$ cat src/rtl/p405s_timer_wdog_ctrl_pkg.sv
// Shared definitions for the timer/watchdog control block.
// Holds the TCR/TSR field positions (big-endian bit numbering) and the
// watchdog state encoding formed from the TSR {ENW, WIS} pair.
package p405s_timer_pkg;

    // TCR field start indices
    localparam int TCR_WP    = 0;   // [0:1] watchdog period select
    localparam int TCR_WRC   = 2;   // [2:3] watchdog reset control (sticky)
    localparam int TCR_WIE   = 4;   // watchdog interrupt enable
    localparam int TCR_PIE   = 5;   // PIT interrupt enable
    localparam int TCR_ARE   = 6;   // PIT auto-reload enable
    localparam int TCR_MIN_W = 7;

    // TSR bit indices
    localparam int TSR_ENW = 0;     // watchdog enable-next
    localparam int TSR_WIS = 1;     // watchdog interrupt status
    localparam int TSR_WRS = 2;     // [2:3] watchdog reset status
    localparam int TSR_PIS = 4;     // PIT interrupt status
    localparam int TSR_W   = 5;

    // Watchdog state is {ENW, WIS}
    typedef enum logic [1:0] {
        WD_IDLE = 2'b00,
        WD_WIS  = 2'b01,
        WD_ENW  = 2'b10,
        WD_EXP  = 2'b11
    } wdState_t;

    // Number of low counter bits that must be all ones for a watchdog event
    function automatic int wdPeriodBits(input int wdBase, input logic [1:0] wp);
        return wdBase + 4 * int'(wp);
    endfunction

endpackage

$ cat src/rtl/p405s_timer_wdog_ctrl_if.sv
// SPR write bus as seen by the timer block: data, mtSPR qualifiers and the
// per-register decodes. The EXE/PCL side is the master.
interface p405s_timer_wdog_ctrl_if #(
    parameter int DW = 32
);

    logic [0:DW-1] EXE_sprDataBus;
    logic          PCL_mtSPR;
    logic          PCL_sprHold;
    logic          tcrDcd;
    logic          tsrDcd;
    logic          pitDcd;

    modport master (
        output EXE_sprDataBus,
        output PCL_mtSPR,
        output PCL_sprHold,
        output tcrDcd,
        output tsrDcd,
        output pitDcd
    );

    modport slave (
        input EXE_sprDataBus,
        input PCL_mtSPR,
        input PCL_sprHold,
        input tcrDcd,
        input tsrDcd,
        input pitDcd
    );

endinterface

$ cat src/rtl/p405s_timer_wdog_ctrl_pit_dec.sv
// Programmable interval timer: down-counter plus reload register.
// A write always beats a tick in the same cycle. When the count passes
// through 1 on a tick, pisSet pulses and the count reloads (ARE=1) or stops.
module p405s_pit_dec #(
    parameter int PIT_W = 32
) (
    input  logic             CB,
    input  logic             resetCore,
    input  logic             wrPit,
    input  logic [0:PIT_W-1] wrData,
    input  logic             timerTick,
    input  logic             autoReload,
    output logic [0:PIT_W-1] pitCount,
    output logic             pisSet
);

    localparam logic [0:PIT_W-1] PIT_ONE = PIT_W'(1);

    logic [0:PIT_W-1] reloadVal;
    logic             pitAtOne;

    assign pitAtOne = (pitCount == PIT_ONE);
    assign pisSet   = timerTick & ~wrPit & pitAtOne;

    // Reload register only follows software writes to the PIT
    always_ff @(posedge CB or posedge resetCore) begin
        if (resetCore) begin
            reloadVal <= '0;
        end else if (wrPit) begin
            reloadVal <= wrData;
        end
    end

    // Count: write wins over tick; 1 -> reload/stop; 0 holds
    always_ff @(posedge CB or posedge resetCore) begin
        if (resetCore) begin
            pitCount <= '0;
        end else if (wrPit) begin
            pitCount <= wrData;
        end else if (timerTick) begin
            if (pitAtOne) begin
                pitCount <= autoReload ? reloadVal : '0;
            end else if (pitCount != '0) begin
                pitCount <= pitCount - PIT_ONE;
            end
        end
    end

endmodule

$ cat src/rtl/p405s_timer_wdog_ctrl.sv
// Timer control top: TCR, TSR, PIT (sub-module) and the two-stage watchdog.
// Parameter constraints: TCR_W >= 7, PIT_W <= DW, WD_W >= WD_BASE+12.
// All vectors on the SPR side use big-endian numbering, bit 0 is the MSB.
module p405s_timer_wdog_ctrl
    import p405s_timer_pkg::*;
#(
    parameter int DW      = 32,
    parameter int TCR_W   = 10,
    parameter int PIT_W   = 32,
    parameter int WD_W    = 32,
    parameter int WD_BASE = 8
) (
    input  logic                     CB,
    input  logic                     resetCore,
    p405s_timer_wdog_ctrl_if.slave   sprBus,
    input  logic                     timerTick,
    output logic [0:TCR_W-1]         timerControlL2,
    output logic [0:TSR_W-1]         timerStatusL2,
    output logic [0:PIT_W-1]         pitL2,
    output logic                     pitIrq,
    output logic                     wdIrq,
    output logic [0:1]               wdResetReq
);

    logic             wrEn;
    logic             wrTcr;
    logic             wrTsr;
    logic             wrPit;
    logic [0:TCR_W-1] tcrData;
    logic [0:TCR_W-1] tcrNext;
    logic [0:TSR_W-1] tsrData;
    logic [0:PIT_W-1] pitData;
    logic             pisSet;

    logic [0:1]       tcrWp;
    logic [0:1]       tcrWrc;
    logic [WD_W-1:0]  wdCount;
    logic [WD_W-1:0]  wdMask;
    logic             wdEvt;
    wdState_t         wdState;

    assign wrEn  = sprBus.PCL_mtSPR & ~sprBus.PCL_sprHold;
    assign wrTcr = wrEn & sprBus.tcrDcd;
    assign wrTsr = wrEn & sprBus.tsrDcd;
    assign wrPit = wrEn & sprBus.pitDcd;

    assign tcrData = sprBus.EXE_sprDataBus[0:TCR_W-1];
    assign tsrData = sprBus.EXE_sprDataBus[0:TSR_W-1];
    assign pitData = sprBus.EXE_sprDataBus[DW-PIT_W:DW-1];

    assign tcrWp  = timerControlL2[TCR_WP +: 2];
    assign tcrWrc = timerControlL2[TCR_WRC +: 2];

    // TCR write value: everything loads except WRC, which only accumulates
    always_comb begin
        tcrNext = tcrData;
        tcrNext[TCR_WRC +: 2] = tcrWrc | tcrData[TCR_WRC +: 2];
    end

    // TCR register
    always_ff @(posedge CB or posedge resetCore) begin
        if (resetCore) begin
            timerControlL2 <= '0;
        end else if (wrTcr) begin
            timerControlL2 <= tcrNext;
        end
    end

    p405s_pit_dec #(
        .PIT_W (PIT_W)
    ) u_pitDec (
        .CB         (CB),
        .resetCore  (resetCore),
        .wrPit      (wrPit),
        .wrData     (pitData),
        .timerTick  (timerTick),
        .autoReload (timerControlL2[TCR_ARE]),
        .pitCount   (pitL2),
        .pisSet     (pisSet)
    );

    // Watchdog period mask: low WD_BASE+4*WP bits of the free-running counter
    always_comb begin
        wdMask = '0;
        for (int i = 0; i < WD_W; i++) begin
            if (i < wdPeriodBits(WD_BASE, tcrWp)) begin
                wdMask[i] = 1'b1;
            end
        end
    end

    assign wdEvt   = timerTick & ((wdCount & wdMask) == wdMask);
    assign wdState = wdState_t'({timerStatusL2[TSR_ENW], timerStatusL2[TSR_WIS]});

    // Free-running watchdog counter, wraps naturally
    always_ff @(posedge CB or posedge resetCore) begin
        if (resetCore) begin
            wdCount <= '0;
        end else if (timerTick) begin
            wdCount <= wdCount + 1'b1;
        end
    end

    // TSR and watchdog FSM; hardware sets are written last so they beat W1C
    always_ff @(posedge CB or posedge resetCore) begin
        if (resetCore) begin
            timerStatusL2 <= '0;
            wdResetReq    <= '0;
        end else begin
            if (wrTsr) begin
                if (tsrData[TSR_ENW]) timerStatusL2[TSR_ENW] <= 1'b0;
                if (tsrData[TSR_WIS]) timerStatusL2[TSR_WIS] <= 1'b0;
                if (tsrData[TSR_PIS]) timerStatusL2[TSR_PIS] <= 1'b0;
            end
            if (pisSet) begin
                timerStatusL2[TSR_PIS] <= 1'b1;
            end
            if (wdEvt) begin
                case (wdState)
                    WD_IDLE: begin
                        timerStatusL2[TSR_ENW] <= 1'b1;
                    end
                    WD_WIS, WD_ENW: begin
                        timerStatusL2[TSR_ENW] <= 1'b1;
                        timerStatusL2[TSR_WIS] <= 1'b1;
                    end
                    WD_EXP: begin
                        timerStatusL2[TSR_ENW] <= 1'b1;
                        timerStatusL2[TSR_WIS] <= 1'b1;
                        if (tcrWrc != 2'b00) begin
                            wdResetReq                 <= tcrWrc;
                            timerStatusL2[TSR_WRS +: 2] <= tcrWrc;
                        end
                    end
                    default: ;
                endcase
            end
        end
    end

    assign pitIrq = timerStatusL2[TSR_PIS] & timerControlL2[TCR_PIE];
    assign wdIrq  = timerStatusL2[TSR_WIS] & timerControlL2[TCR_WIE];

endmodule
$ cat src/flat_wrapper.sv
// flat-port wrapper written by rule: the top's interface ports become plain ports
module p405s_timer_wdog_ctrl_flat import p405s_timer_pkg::*;
#(
    parameter int DW      = 32,
    parameter int TCR_W   = 10,
    parameter int PIT_W   = 32,
    parameter int WD_W    = 32,
    parameter int WD_BASE = 8
)
  (CB, resetCore, timerTick, timerControlL2, timerStatusL2, pitL2, pitIrq, wdIrq, wdResetReq, sprBus_EXE_sprDataBus, sprBus_PCL_mtSPR, sprBus_PCL_sprHold, sprBus_tcrDcd, sprBus_tsrDcd, sprBus_pitDcd);
  p405s_timer_wdog_ctrl_if #(.DW(DW)) sprBus_i ();
  input  logic CB;
  input  logic resetCore;
  input  logic timerTick;
  output logic [0:TCR_W-1] timerControlL2;
  output logic [0:TSR_W-1] timerStatusL2;
  output logic [0:PIT_W-1] pitL2;
  output logic pitIrq;
  output logic wdIrq;
  output logic [0:1] wdResetReq;
  input wire logic [$bits(sprBus_i.EXE_sprDataBus)-1:0] sprBus_EXE_sprDataBus;
  input wire logic [$bits(sprBus_i.PCL_mtSPR)-1:0] sprBus_PCL_mtSPR;
  input wire logic [$bits(sprBus_i.PCL_sprHold)-1:0] sprBus_PCL_sprHold;
  input wire logic [$bits(sprBus_i.tcrDcd)-1:0] sprBus_tcrDcd;
  input wire logic [$bits(sprBus_i.tsrDcd)-1:0] sprBus_tsrDcd;
  input wire logic [$bits(sprBus_i.pitDcd)-1:0] sprBus_pitDcd;
  assign sprBus_i.EXE_sprDataBus = sprBus_EXE_sprDataBus;
  assign sprBus_i.PCL_mtSPR = sprBus_PCL_mtSPR;
  assign sprBus_i.PCL_sprHold = sprBus_PCL_sprHold;
  assign sprBus_i.tcrDcd = sprBus_tcrDcd;
  assign sprBus_i.tsrDcd = sprBus_tsrDcd;
  assign sprBus_i.pitDcd = sprBus_pitDcd;
  p405s_timer_wdog_ctrl #(.DW(DW), .TCR_W(TCR_W), .PIT_W(PIT_W), .WD_W(WD_W), .WD_BASE(WD_BASE)) u_core (.CB(CB), .resetCore(resetCore), .sprBus(sprBus_i), .timerTick(timerTick), .timerControlL2(timerControlL2), .timerStatusL2(timerStatusL2), .pitL2(pitL2), .pitIrq(pitIrq), .wdIrq(wdIrq), .wdResetReq(wdResetReq));
endmodule
$ cat config.mk
export PLATFORM = sky130hd
export DESIGN_NAME = p405s_timer_wdog_ctrl_flat
export DESIGN_NICKNAME = d
export VERILOG_FILES = /design/src/rtl/p405s_timer_wdog_ctrl_pkg.sv /design/src/rtl/p405s_timer_wdog_ctrl_if.sv /design/src/rtl/p405s_timer_wdog_ctrl_pit_dec.sv /design/src/rtl/p405s_timer_wdog_ctrl.sv /design/src/flat_wrapper.sv
export SDC_FILE = /design/constraint.sdc
export NUM_CORES = 1
export LEC_CHECK = 0
export CELL_PAD_IN_SITES_DETAIL_PLACEMENT = 0
export CELL_PAD_IN_SITES_GLOBAL_PLACEMENT = 1
export CORE_MARGIN = 2
export CORE_UTILIZATION = 34
export CTS_CLUSTER_SIZE = 28
export DETAILED_ROUTE_END_ITERATION = 10
export HOLD_SLACK_MARGIN = 0.03
export PLACE_DENSITY = 0.71
export SLEW_MARGIN = 15
export SYNTH_ARGS = -nofsm -noshare
export SYNTH_HDL_FRONTEND = slang
export SYNTH_SLANG_ARGS = --single-unit
$ cat constraint.sdc
create_clock -name CB -period 4.1 [get_ports CB]
set_clock_uncertainty 0.1 [all_clocks]
set_input_delay 0.82 -clock CB [delete_from_list [all_inputs] [get_ports CB]]
set_output_delay 0.82 -clock CB [all_outputs]
set_load 0.05 [all_outputs]
=== Word level (Yosys, flattened, before mapping) ===
Cells that the tools add are included.

* Equality and inequality tests: 5
* Add/sub/neg operators: 3
* Reduce and logical (&&, ||, !) cells: 15
* Bitwise logic cells: 13
* $mul: 0
* Shift operators: 0
* Muxes and demuxes: 48
* $lt $le $gt $ge: 32
* Div/mod/pow operators: 0

{| class="wikitable"
|+ Operators with widths
! kind !! number
|-
| $lt A6 B32 Y1 const A || 16
|-
| $lt A5 B32 Y1 const A || 8
|-
| $mux W32 || 5
|-
| $mux W1 || 39
|-
| $add A32 B1 Y32 const B || 1
|-
| $and A32 B32 Y32 || 1
|-
| $eq A32 B1 Y1 const B || 1
|-
| $eq A32 B32 Y1 || 1
|-
| $reduce_bool A32 Y1 || 1
|-
| $sub A32 B1 Y32 const B || 1
|-
| $lt A3 B5 Y1 const A || 4
|-
| $reduce_bool A2 Y1 || 6
|-
| $lt A1 B5 Y1 const A || 2
|-
| $lt A2 B5 Y1 const A || 2
|-
| $and A1 B1 Y1 || 9
|-
| $mux W2 || 3
|-
| $reduce_and A2 Y1 || 3
|-
| $add A4 B4 Y5 const A || 1
|-
| $eq A2 B2 Y1 const B || 2
|-
| $mux W4 || 1
|-
| $reduce_or A4 Y1 || 1
|-
| $reduce_and A3 Y1 || 1
|-
| $reduce_bool A3 Y1 || 1
|-
| $reduce_or A3 Y1 || 1
|-
| other kinds (4) || 5
|}

* Memory bits (read-only): 0
* Memories kept: 0
* Output and inout bits: 51
* Bits in latches: 0
* Input port bits: 40
* Register bits after elaboration: 111
* RAM bits: 0

=== Depth between registers and ports, before layout ===
Gate-level depths: netlist of run 1.

* Word-level depth: 8
* Gate-level depth with buffers: 9

=== Cells and area by module ===
Synthesis of run 1 repeated with hierarchy kept, for this count alone.

* Cell total of the unflattened synthesis: 525
* Area, all modules: 5363.9 µm²

{| class="wikitable"
|+ By module, submodules not included
! module !! instances !! cells an instance !! area each (µm²)
|-
| p405s_pit_dec || 1 || 398 || 3731.1
|-
| p405s_timer_wdog_ctrl || 1 || 127 || 1632.8
|}

=== Worst setup path after synthesis of run 1 ===
Ideal clock, no wire load.

* Path type: register -> register
* From: register u_core.u_pitDec.pitCount[12] (netlist name)
* To: register u_core.u_pitDec.pitCount[22] (netlist name)
* Slack: 1.504 ns
* Path buffers: 1
* Required time: 3.874 ns
* Cell stages (with the launch flop): 8
* Arrival: 2.370 ns
* Period minus slack after synthesis: 2.596 ns
* Path through: dfrtp_1 -> or4_4 -> nor4_4 -> a41o_1 -> buf_2 -> nor3_1 -> a221oi_1 -> o21ai_1

* Longest elaborated chain between the ends: 4
* Elaborated cells on any way between the ends: 7

{| class="wikitable"
|+ RTL lines
! item !! line !! RTL
|-
| start, declared || p405s_timer_wdog_ctrl_pit_dec.sv:13 || <nowiki>output logic [0:PIT_W-1] pitCount,</nowiki>
|-
| start signal, assigned || p405s_timer_wdog_ctrl_pit_dec.sv:39 || <nowiki>pitCount <= wrData;</nowiki>
|-
| start signal, assigned || p405s_timer_wdog_ctrl_pit_dec.sv:42 || <nowiki>pitCount <= autoReload ? reloadVal : '0;</nowiki>
|-
| start signal, assigned || p405s_timer_wdog_ctrl_pit_dec.sv:44 || <nowiki>pitCount <= pitCount - PIT_ONE;</nowiki>
|-
| $eq A32 B1 Y1 || p405s_timer_wdog_ctrl_pit_dec.sv:22 || <nowiki>assign pitAtOne = (pitCount == PIT_ONE);</nowiki>
|-
| $mux W32 || p405s_timer_wdog_ctrl_pit_dec.sv:41 || <nowiki>if (pitAtOne) begin</nowiki>
|-
| $mux W32 || p405s_timer_wdog_ctrl_pit_dec.sv:40 || <nowiki>end else if (timerTick) begin</nowiki>
|-
| $mux W32 || p405s_timer_wdog_ctrl_pit_dec.sv:38 || <nowiki>end else if (wrPit) begin</nowiki>
|}

Several ways; a longest one is shown, not always the timed one. The select of a mux whose other input is x is not followed.
A chain may end at the register's enable or synchronous reset.

=== Final worst setup path of run 1 ===
* From: input sprBus_PCL_mtSPR
* To: register u_core.u_pitDec.pitCount[22] (netlist name)

* Longest elaborated chain between the ends: 4
* Elaborated cells on any way between the ends: 6

{| class="wikitable"
|+ RTL lines
! item !! line !! RTL
|-
| start, declared || flat_wrapper.sv:22 || <nowiki>input wire logic [$bits(sprBus_i.PCL_mtSPR)-1:0] sprBus_PCL_mtSPR;</nowiki>
|-
| $and A1 B1 Y1 * || p405s_timer_wdog_ctrl.sv:42 || <nowiki>assign wrEn = sprBus.PCL_mtSPR & ~sprBus.PCL_sprHold;</nowiki>
|-
| $and A1 B1 Y1 * || p405s_timer_wdog_ctrl.sv:45 || <nowiki>assign wrPit = wrEn & sprBus.pitDcd;</nowiki>
|-
| $reduce_bool A3 Y1 (no source line) or $reduce_bool A2 Y1 (tied branches) || n/a ||
|-
| $reduce_and A2 Y1 (no source line) || n/a ||
|}

Every way passes the cells marked *; elsewhere a longest branch is shown, timed or not.

==> metrics.txt, run 1 <==
largest family of logic cells by synthesized area=simple AND/OR/NAND/NOR gates; WHS Endpoint=u_core.u_pitDec.reloadVal[7]; Async S/R FF share, synth=100.0%; final setup violation count=0; Max VDD drop=0.3089 mV; Final nets=668; Worst Reg2Reg Path Length in Cells=7; Post-Synth XOR/XNOR Area=5.201%; Multi-input gate area=2411 um2; WP data arrival=3.24 ns; worst reg2reg path endpoint=u_core.u_pitDec.pitCount[9]; Leak=0.002796 uW; RR Startpoint=u_core.u_pitDec.pitCount[12]; Clock Latency Late Sink=0.35 ns; total power draw=3488 uW; flops & latches, synth=99; Design Area, Final=6486 um2; row cnt=44; post-DP HPWL=10550 um; die area=15850 um2; Max-Cap Viols=0; Most used DFF post-synth=dfrtp_1; Iteration-0 DRC Markers=266; Synth Cell Area=5052 um2; core box area=14530 um2; post_cts resized=0; Worst-path clk slew=0.07 ns; CTS Hold Bufs=0; GPL Wtd Cong=0.8595; reg2reg setup slack=1.00 ns; Routed WL=15050 um; Mapped Cells=540; CP Launch Type=input port; maximum clock path buffer count=2; drt pass-1 iters=5; Syn-to-layout area delta=28.38%; Hold Violations, Final=0; Initial Util=34.76%; storage element area=2477 um2; RSZ-0062 raised after global routing=no; CTS buffer count=9; post-synthesis cell type count=59; power per cell area=537.7 nW/um2; worst hold stages=2; Post-synth EDFFs=0; CP endpoint kind=flop; post-synth net total=584; Port Buffers=90; warnings from Yosys=0; clk sink count=99; grt ovf=0; Setup CP Type=in -> reg; Boundary Pins=91; Total GRT Usage=19.50%; Die X=125.9 um; global-route wire length before repair=24560 um; vias in the first global route=4487; DR vias=4459; detailed-route vias per instance=5.491; commonest non-fill, non-tap cells in the layout=nand2_1, dfrtp_1, clkdlybuf4s50_1; status=complete, no violations; Wirelength per Cell=18.54 um; Die H=125.9 um; post-synthesis compound-gate area fraction=16.32%; initial antenna violation count=0; Syn Area/Cell=9.356 um2; multiplexer share of the synthesized area=2.204%; Root Buffer=clkbuf_16; origin of the worst min-delay path=u_core.u_pitDec.reloadVal[7]; largest net degree at the start of global routing=100; Crit Path Max Fanout=17; Worst slew margin=39.60%; CP required=4.23 ns; setup_tns=0 ns; Synth Area in Adders=0.9906%; # fillers=1454; Post-Synth Simple-Gate Area=22.93%; commonest non-fill, non-tap cell in the layout=nand2_1; Routed Antenna Nets=0; post-route clock period utilization=75.79%; Fmax=321.8 MHz; H-tree Lvls=3; TritonCTS clock tree=built; worst slew pin tran=0.9060 ns; worst min path class=reg -> reg; diode count=0; fin crit period=3.107 ns; dpl cell area=6156 um2; postcts setup bufs=0; sequential fraction of the synthesis area=49.03%; DRC viols=0; max-slew violations=0; layout cell share with drive strength beyond 1=8.280%
## synth_stat cells, types with 4 or more instances
cell type    n  share of area (%)
o211ai_1     8                1.2
and2_1       4               0.50
nor2_1      31                2.3
ha_1         4               0.99
nor4_1      11                1.4
a31oi_1     10                1.2
nor3_1      13                1.3
clkbuf_1    12               0.89
a21o_1       8                1.2
inv_1        7               0.52
nand3_1     15                1.5
xnor2_1     16                2.8
o21ai_0     25                2.5
buf_4        5               0.74
nand4_1     11                1.4
or4_1        4               0.59
mux2_2       9                2.0
a221oi_1    13                2.3
and3_1      14                1.7
o21ai_1     16                1.6
a21oi_1     26                2.6
buf_2        7               0.69
nand2_1    106                7.9
xor2_1      14                2.4
dfrtp_1     99                 49
## layout make-up
type	instances	share of cell area [%]
Multi-Input combinational cell	406	37.17
Tap cell	184	3.549
Timing Repair Buffer	101	15.55
Clock buffer	9	3.472
Clock inverter	6	1.620
Inverter	7	0.4437
Sequential cell	99	38.19
## worst max-delay path, cell delays in order
cell and delay [ns]:
clkdlybuf4s50_1 0.44, nor2b_1 0.38, and2_2 0.49, a41o_1 0.44, buf_4 0.27, nor3_1 0.06, a221oi_1 0.23, o21ai_1 0.09
## worst max-delay path by stage
| stage | start | end | slack [ns] | cells past startpoint |
|---|---|---|---|---|
| floorplan | resetCore | asynchronous set/reset pin | 0.59 | 1 |
| global placement | sprBus_PCL_mtSPR | u_core.u_pitDec.pitCount[20] | 0.72 | 8 |
| detailed placement | sprBus_PCL_mtSPR | u_core.u_pitDec.pitCount[22] | 0.69 | 8 |
| global route | u_core.u_pitDec.pitCount[12] | u_core.u_pitDec.pitCount[2] | 0.79 | 6 |
| CTS | u_core.u_pitDec.pitCount[12] | u_core.u_pitDec.pitCount[11] | 1.00 | 7 |
| finish | sprBus_PCL_mtSPR | u_core.u_pitDec.pitCount[22] | 0.99 | 8 |
## registers in the layout, summed over array words and instances (netlist names), named ones only
| signal | cells |
|---|---|
| u_core.u_pitDec.pitCount | 32 |
| u_core.u_pitDec.reloadVal | 32 |
| u_core.wdCount | 20 |
| u_core.timerControlL2 | 10 |
| u_core.timerStatusL2 | 4 |
## where the power goes
| part | switching (uW) | leakage, uW | internal (uW) |
|---|---|---|---|
| clock network | 374 | 0.000165 | 590 |
| logic | 722 | 0.00139 | 414 |
| registers | 229 | 0.00124 | 1160 |
| total | 1330 | 0.00280 | 2160 |
## metrics by stage
stage	std cells	setup slack, ns	hold slack [ns]	utilization (%)
finish	812	0.9927	0.3717	44.63
global route	812	0.7923	0.3862	44.63
CTS	812	1.002	0.3694	44.63
detailed placement	797	0.6856	0.3559	42.36
global placement	797	0.7207	0.3536	42.36
floorplan	540	0.5896	0.3379	-
## metal layers
| metal | up-vias | track usage [%] | routed length, um |
|---|---|---|---|
| met3 | 22 | 4.545 | 922 |
| met5 | - | 0 | 0 |
| met2 | 150 | 31.12 | 7087 |
| met1 | 2180 | 26.11 | 6713 |
| met4 | 0 | 6.852 | 327 |
| li1 | 2107 | - | - |
## cell families (layout without fill, tap and decap cells)
group / Yosys count / count (layout)
xor+xnor: 30 / 30
mux: 10 / 10
compound gates: 129 / 129
flops: 99 / 99
simple gates: 233 / 233
fa+ha+maj: 4 / 4
buf+inv: 35 / 123
No activity file was read; power rests on OpenSTA's default activity.
==> run 2: changes to the inputs <==
Settings changed: PLACE_DENSITY 0.71 to 0.73.
Clock period 4.1 ns to 2.5 ns, I/O delays scaled along.
==> metrics.txt, run 2 (synthesis results as in run 1) <==
clk sink count=99; diode count=0; largest net degree at the start of global routing=71; power per cell area=821.1 nW/um2; core box area=14530 um2; Max VDD drop=0.5930 mV; Die X=125.9 um; final setup violation count=1; vias in the first global route=4820; fin crit period=2.506 ns; TritonCTS clock tree=built; CP endpoint kind=flop; Boundary Pins=91; Setup CP Type=reg -> reg; Die H=125.9 um; DR vias=4837; Hold Violations, Final=0; grt ovf=0; detailed-route vias per instance=5.435; CTS buffer count=9; post-route clock period utilization=100.2%; Leak=0.003257 uW; top flop regs=u_core.u_pitDec.pitCount x32, u_core.u_pitDec.reloadVal x32, u_core.wdCount x20; Final WS setup=-0.006230 ns; Routed WL=16720 um; Root Buffer=clkbuf_16; commonest non-fill, non-tap cells in the layout=nand2_1, clkdlybuf4s50_1, dfrtp_1; WP data arrival=2.65 ns; worst min path class=reg -> reg; Final nets=745; CP max-delay cell=or4_4; Placement Setup Slack=-0.04838 ns; row cnt=44; Total GRT Usage=20.71%; Initial Util=34.76%; Wirelength per Cell=18.78 um; Port Buffers=90; commonest non-fill, non-tap cell in the layout=nand2_1; global-route wire length before repair=26100 um; CP max stage delay=0.56 ns; Syn-to-layout area delta=48.39%; CP cell instances=or4_4, nor4_4, nand4_1, buf_6, a21oi_4, nor3_2, a221o_1; worst reg2reg path endpoint=u_core.u_pitDec.pitCount[31]; Routed Antenna Nets=0; CP required=2.64 ns; GPL Wtd Cong=0.9395; max-slew violations=0; Crit Path Max Fanout=6; failing checks=negative setup slack; CP Buf/Inv Count=1; Max-Cap Viols=0; Worst Reg2Reg Path Length in Cells=7; worst setup path endpoint=u_core.u_pitDec.pitCount[31]; Crit. Startpoint=u_core.u_pitDec.pitCount[29]; Worst slew margin=65.22%; post-DP HPWL=11800 um; initial antenna violation count=0; RSZ-0062 raised after global routing=yes; DRC viols=0; maximum clock path buffer count=2; hold_ws=0.3663 ns; Iteration-0 DRC Markers=306; die area=15850 um2; Top Family by Delay on Critical Path=simple AND/OR/NAND/NOR gates; worst slew pin tran=0.5200 ns; Fmax=399.0 MHz; Post-Place Cells=862; reg2reg setup slack=-0.006 ns; drt pass-1 iters=5; H-tree Lvls=3; layout cell share with drive strength beyond 1=24.93%; fin cells=890; RR Startpoint=u_core.u_pitDec.pitCount[29]; CTS Hold Bufs=0; WP depth=7; CP Launch Type=flop; Clock Latency Late Sink=0.36 ns; status=finished, violations left; Worst-path clk slew=0.07 ns
-- run 2: cell count changes in the layout (fill, tap and decap cells not counted), moves of 7 or more --
cell,previous run,this run
a221oi_1,13,6
o21ai_0,25,7
dfrtp_1,99,88
o21ai_1,16,23
buf_4,9,66
o21ai_2,0,11
dfrtp_2,0,11
buf_6,0,10
-- run 2: worst min-delay path by stage --
stage / cells past startpoint / slack (ns) / startpoint / to
global route: 1 / 0.39 / u_core.wdCount[6] / u_core.wdCount[6]
global placement: 1 / 0.35 / u_core.wdCount[6] / u_core.wdCount[6]
CTS: 1 / 0.37 / u_core.wdCount[6] / u_core.wdCount[6]
floorplan: 2 / 0.34 / u_core.u_pitDec.reloadVal[19] / u_core.u_pitDec.reloadVal[19]
finish: 1 / 0.37 / u_core.wdCount[6] / u_core.wdCount[6]
detailed placement: 1 / 0.36 / u_core.wdCount[6] / u_core.wdCount[6]
-- run 2: metrics by stage --
stage / TNS, ns / utilization, % / area [um2] / total power, uW
after floorplan: 0 / - / 5070 / 3452
after global placement: -0.06969 / 46.25 / 6721 / 4421
after detailed placement: -0.1575 / 46.25 / 6721 / 4446
after CTS: 0 / 48.66 / 7072 / 6070
after global routing: -1.706 / 51.58 / 7497 / 6472
final: -0.006230 / 51.58 / 7497 / 6156
-- run 2: cell type report --
| class | instances | area (um2) |
|---|---|---|
| clock buffer | 11 | 232.7 |
| clock inverter | 5 | 102.6 |
| fill | 1336 | 7037 |
| inverter | 7 | 30.03 |
| multi-input combinational | 406 | 2641 |
| sequential | 99 | 2491 |
| tap | 184 | 230.2 |
| timing repair buffer | 178 | 1769 |
-- run 2: worst register-to-register path: cells and delay by family (launching register included) --
kind | cells | cell delay, ns
and+or+nand+nor | 4 | 1.30
DFF | 1 | 0.40
buffers and inverters | 1 | 0.22
AOI/OAI and AO/OA | 2 | 0.38
-- run 2: repair_timing --
| action | 4_1_cts | 5_1_grt |
|---|---|---|
| gates cloned | 0 | 4 |
| hold endpoints to repair | 0 | 0 |
| pin swaps | 1 | 29 |
| buffers inserted | 2 | 6 |
| resized for setup | 1 | 73 |
| endpoints found under the setup margin | 18 | 32 |
-- run 2: power breakdown --
group	switching, uW	internal (uW)
Clock	613	978
Sequential	236	1910
Combinational	1460	961
-- run 2: per-layer routing --
metal / track usage (%) / vias up / share of wire, %
met5: 0 / - / 0
met4: 4.913 / 0 / 2.0
met3: 4.928 / 29 / 5.1
met2: 33.81 / 154 / 49
met1: 28.00 / 2389 / 44
li1: - / 2265 / -
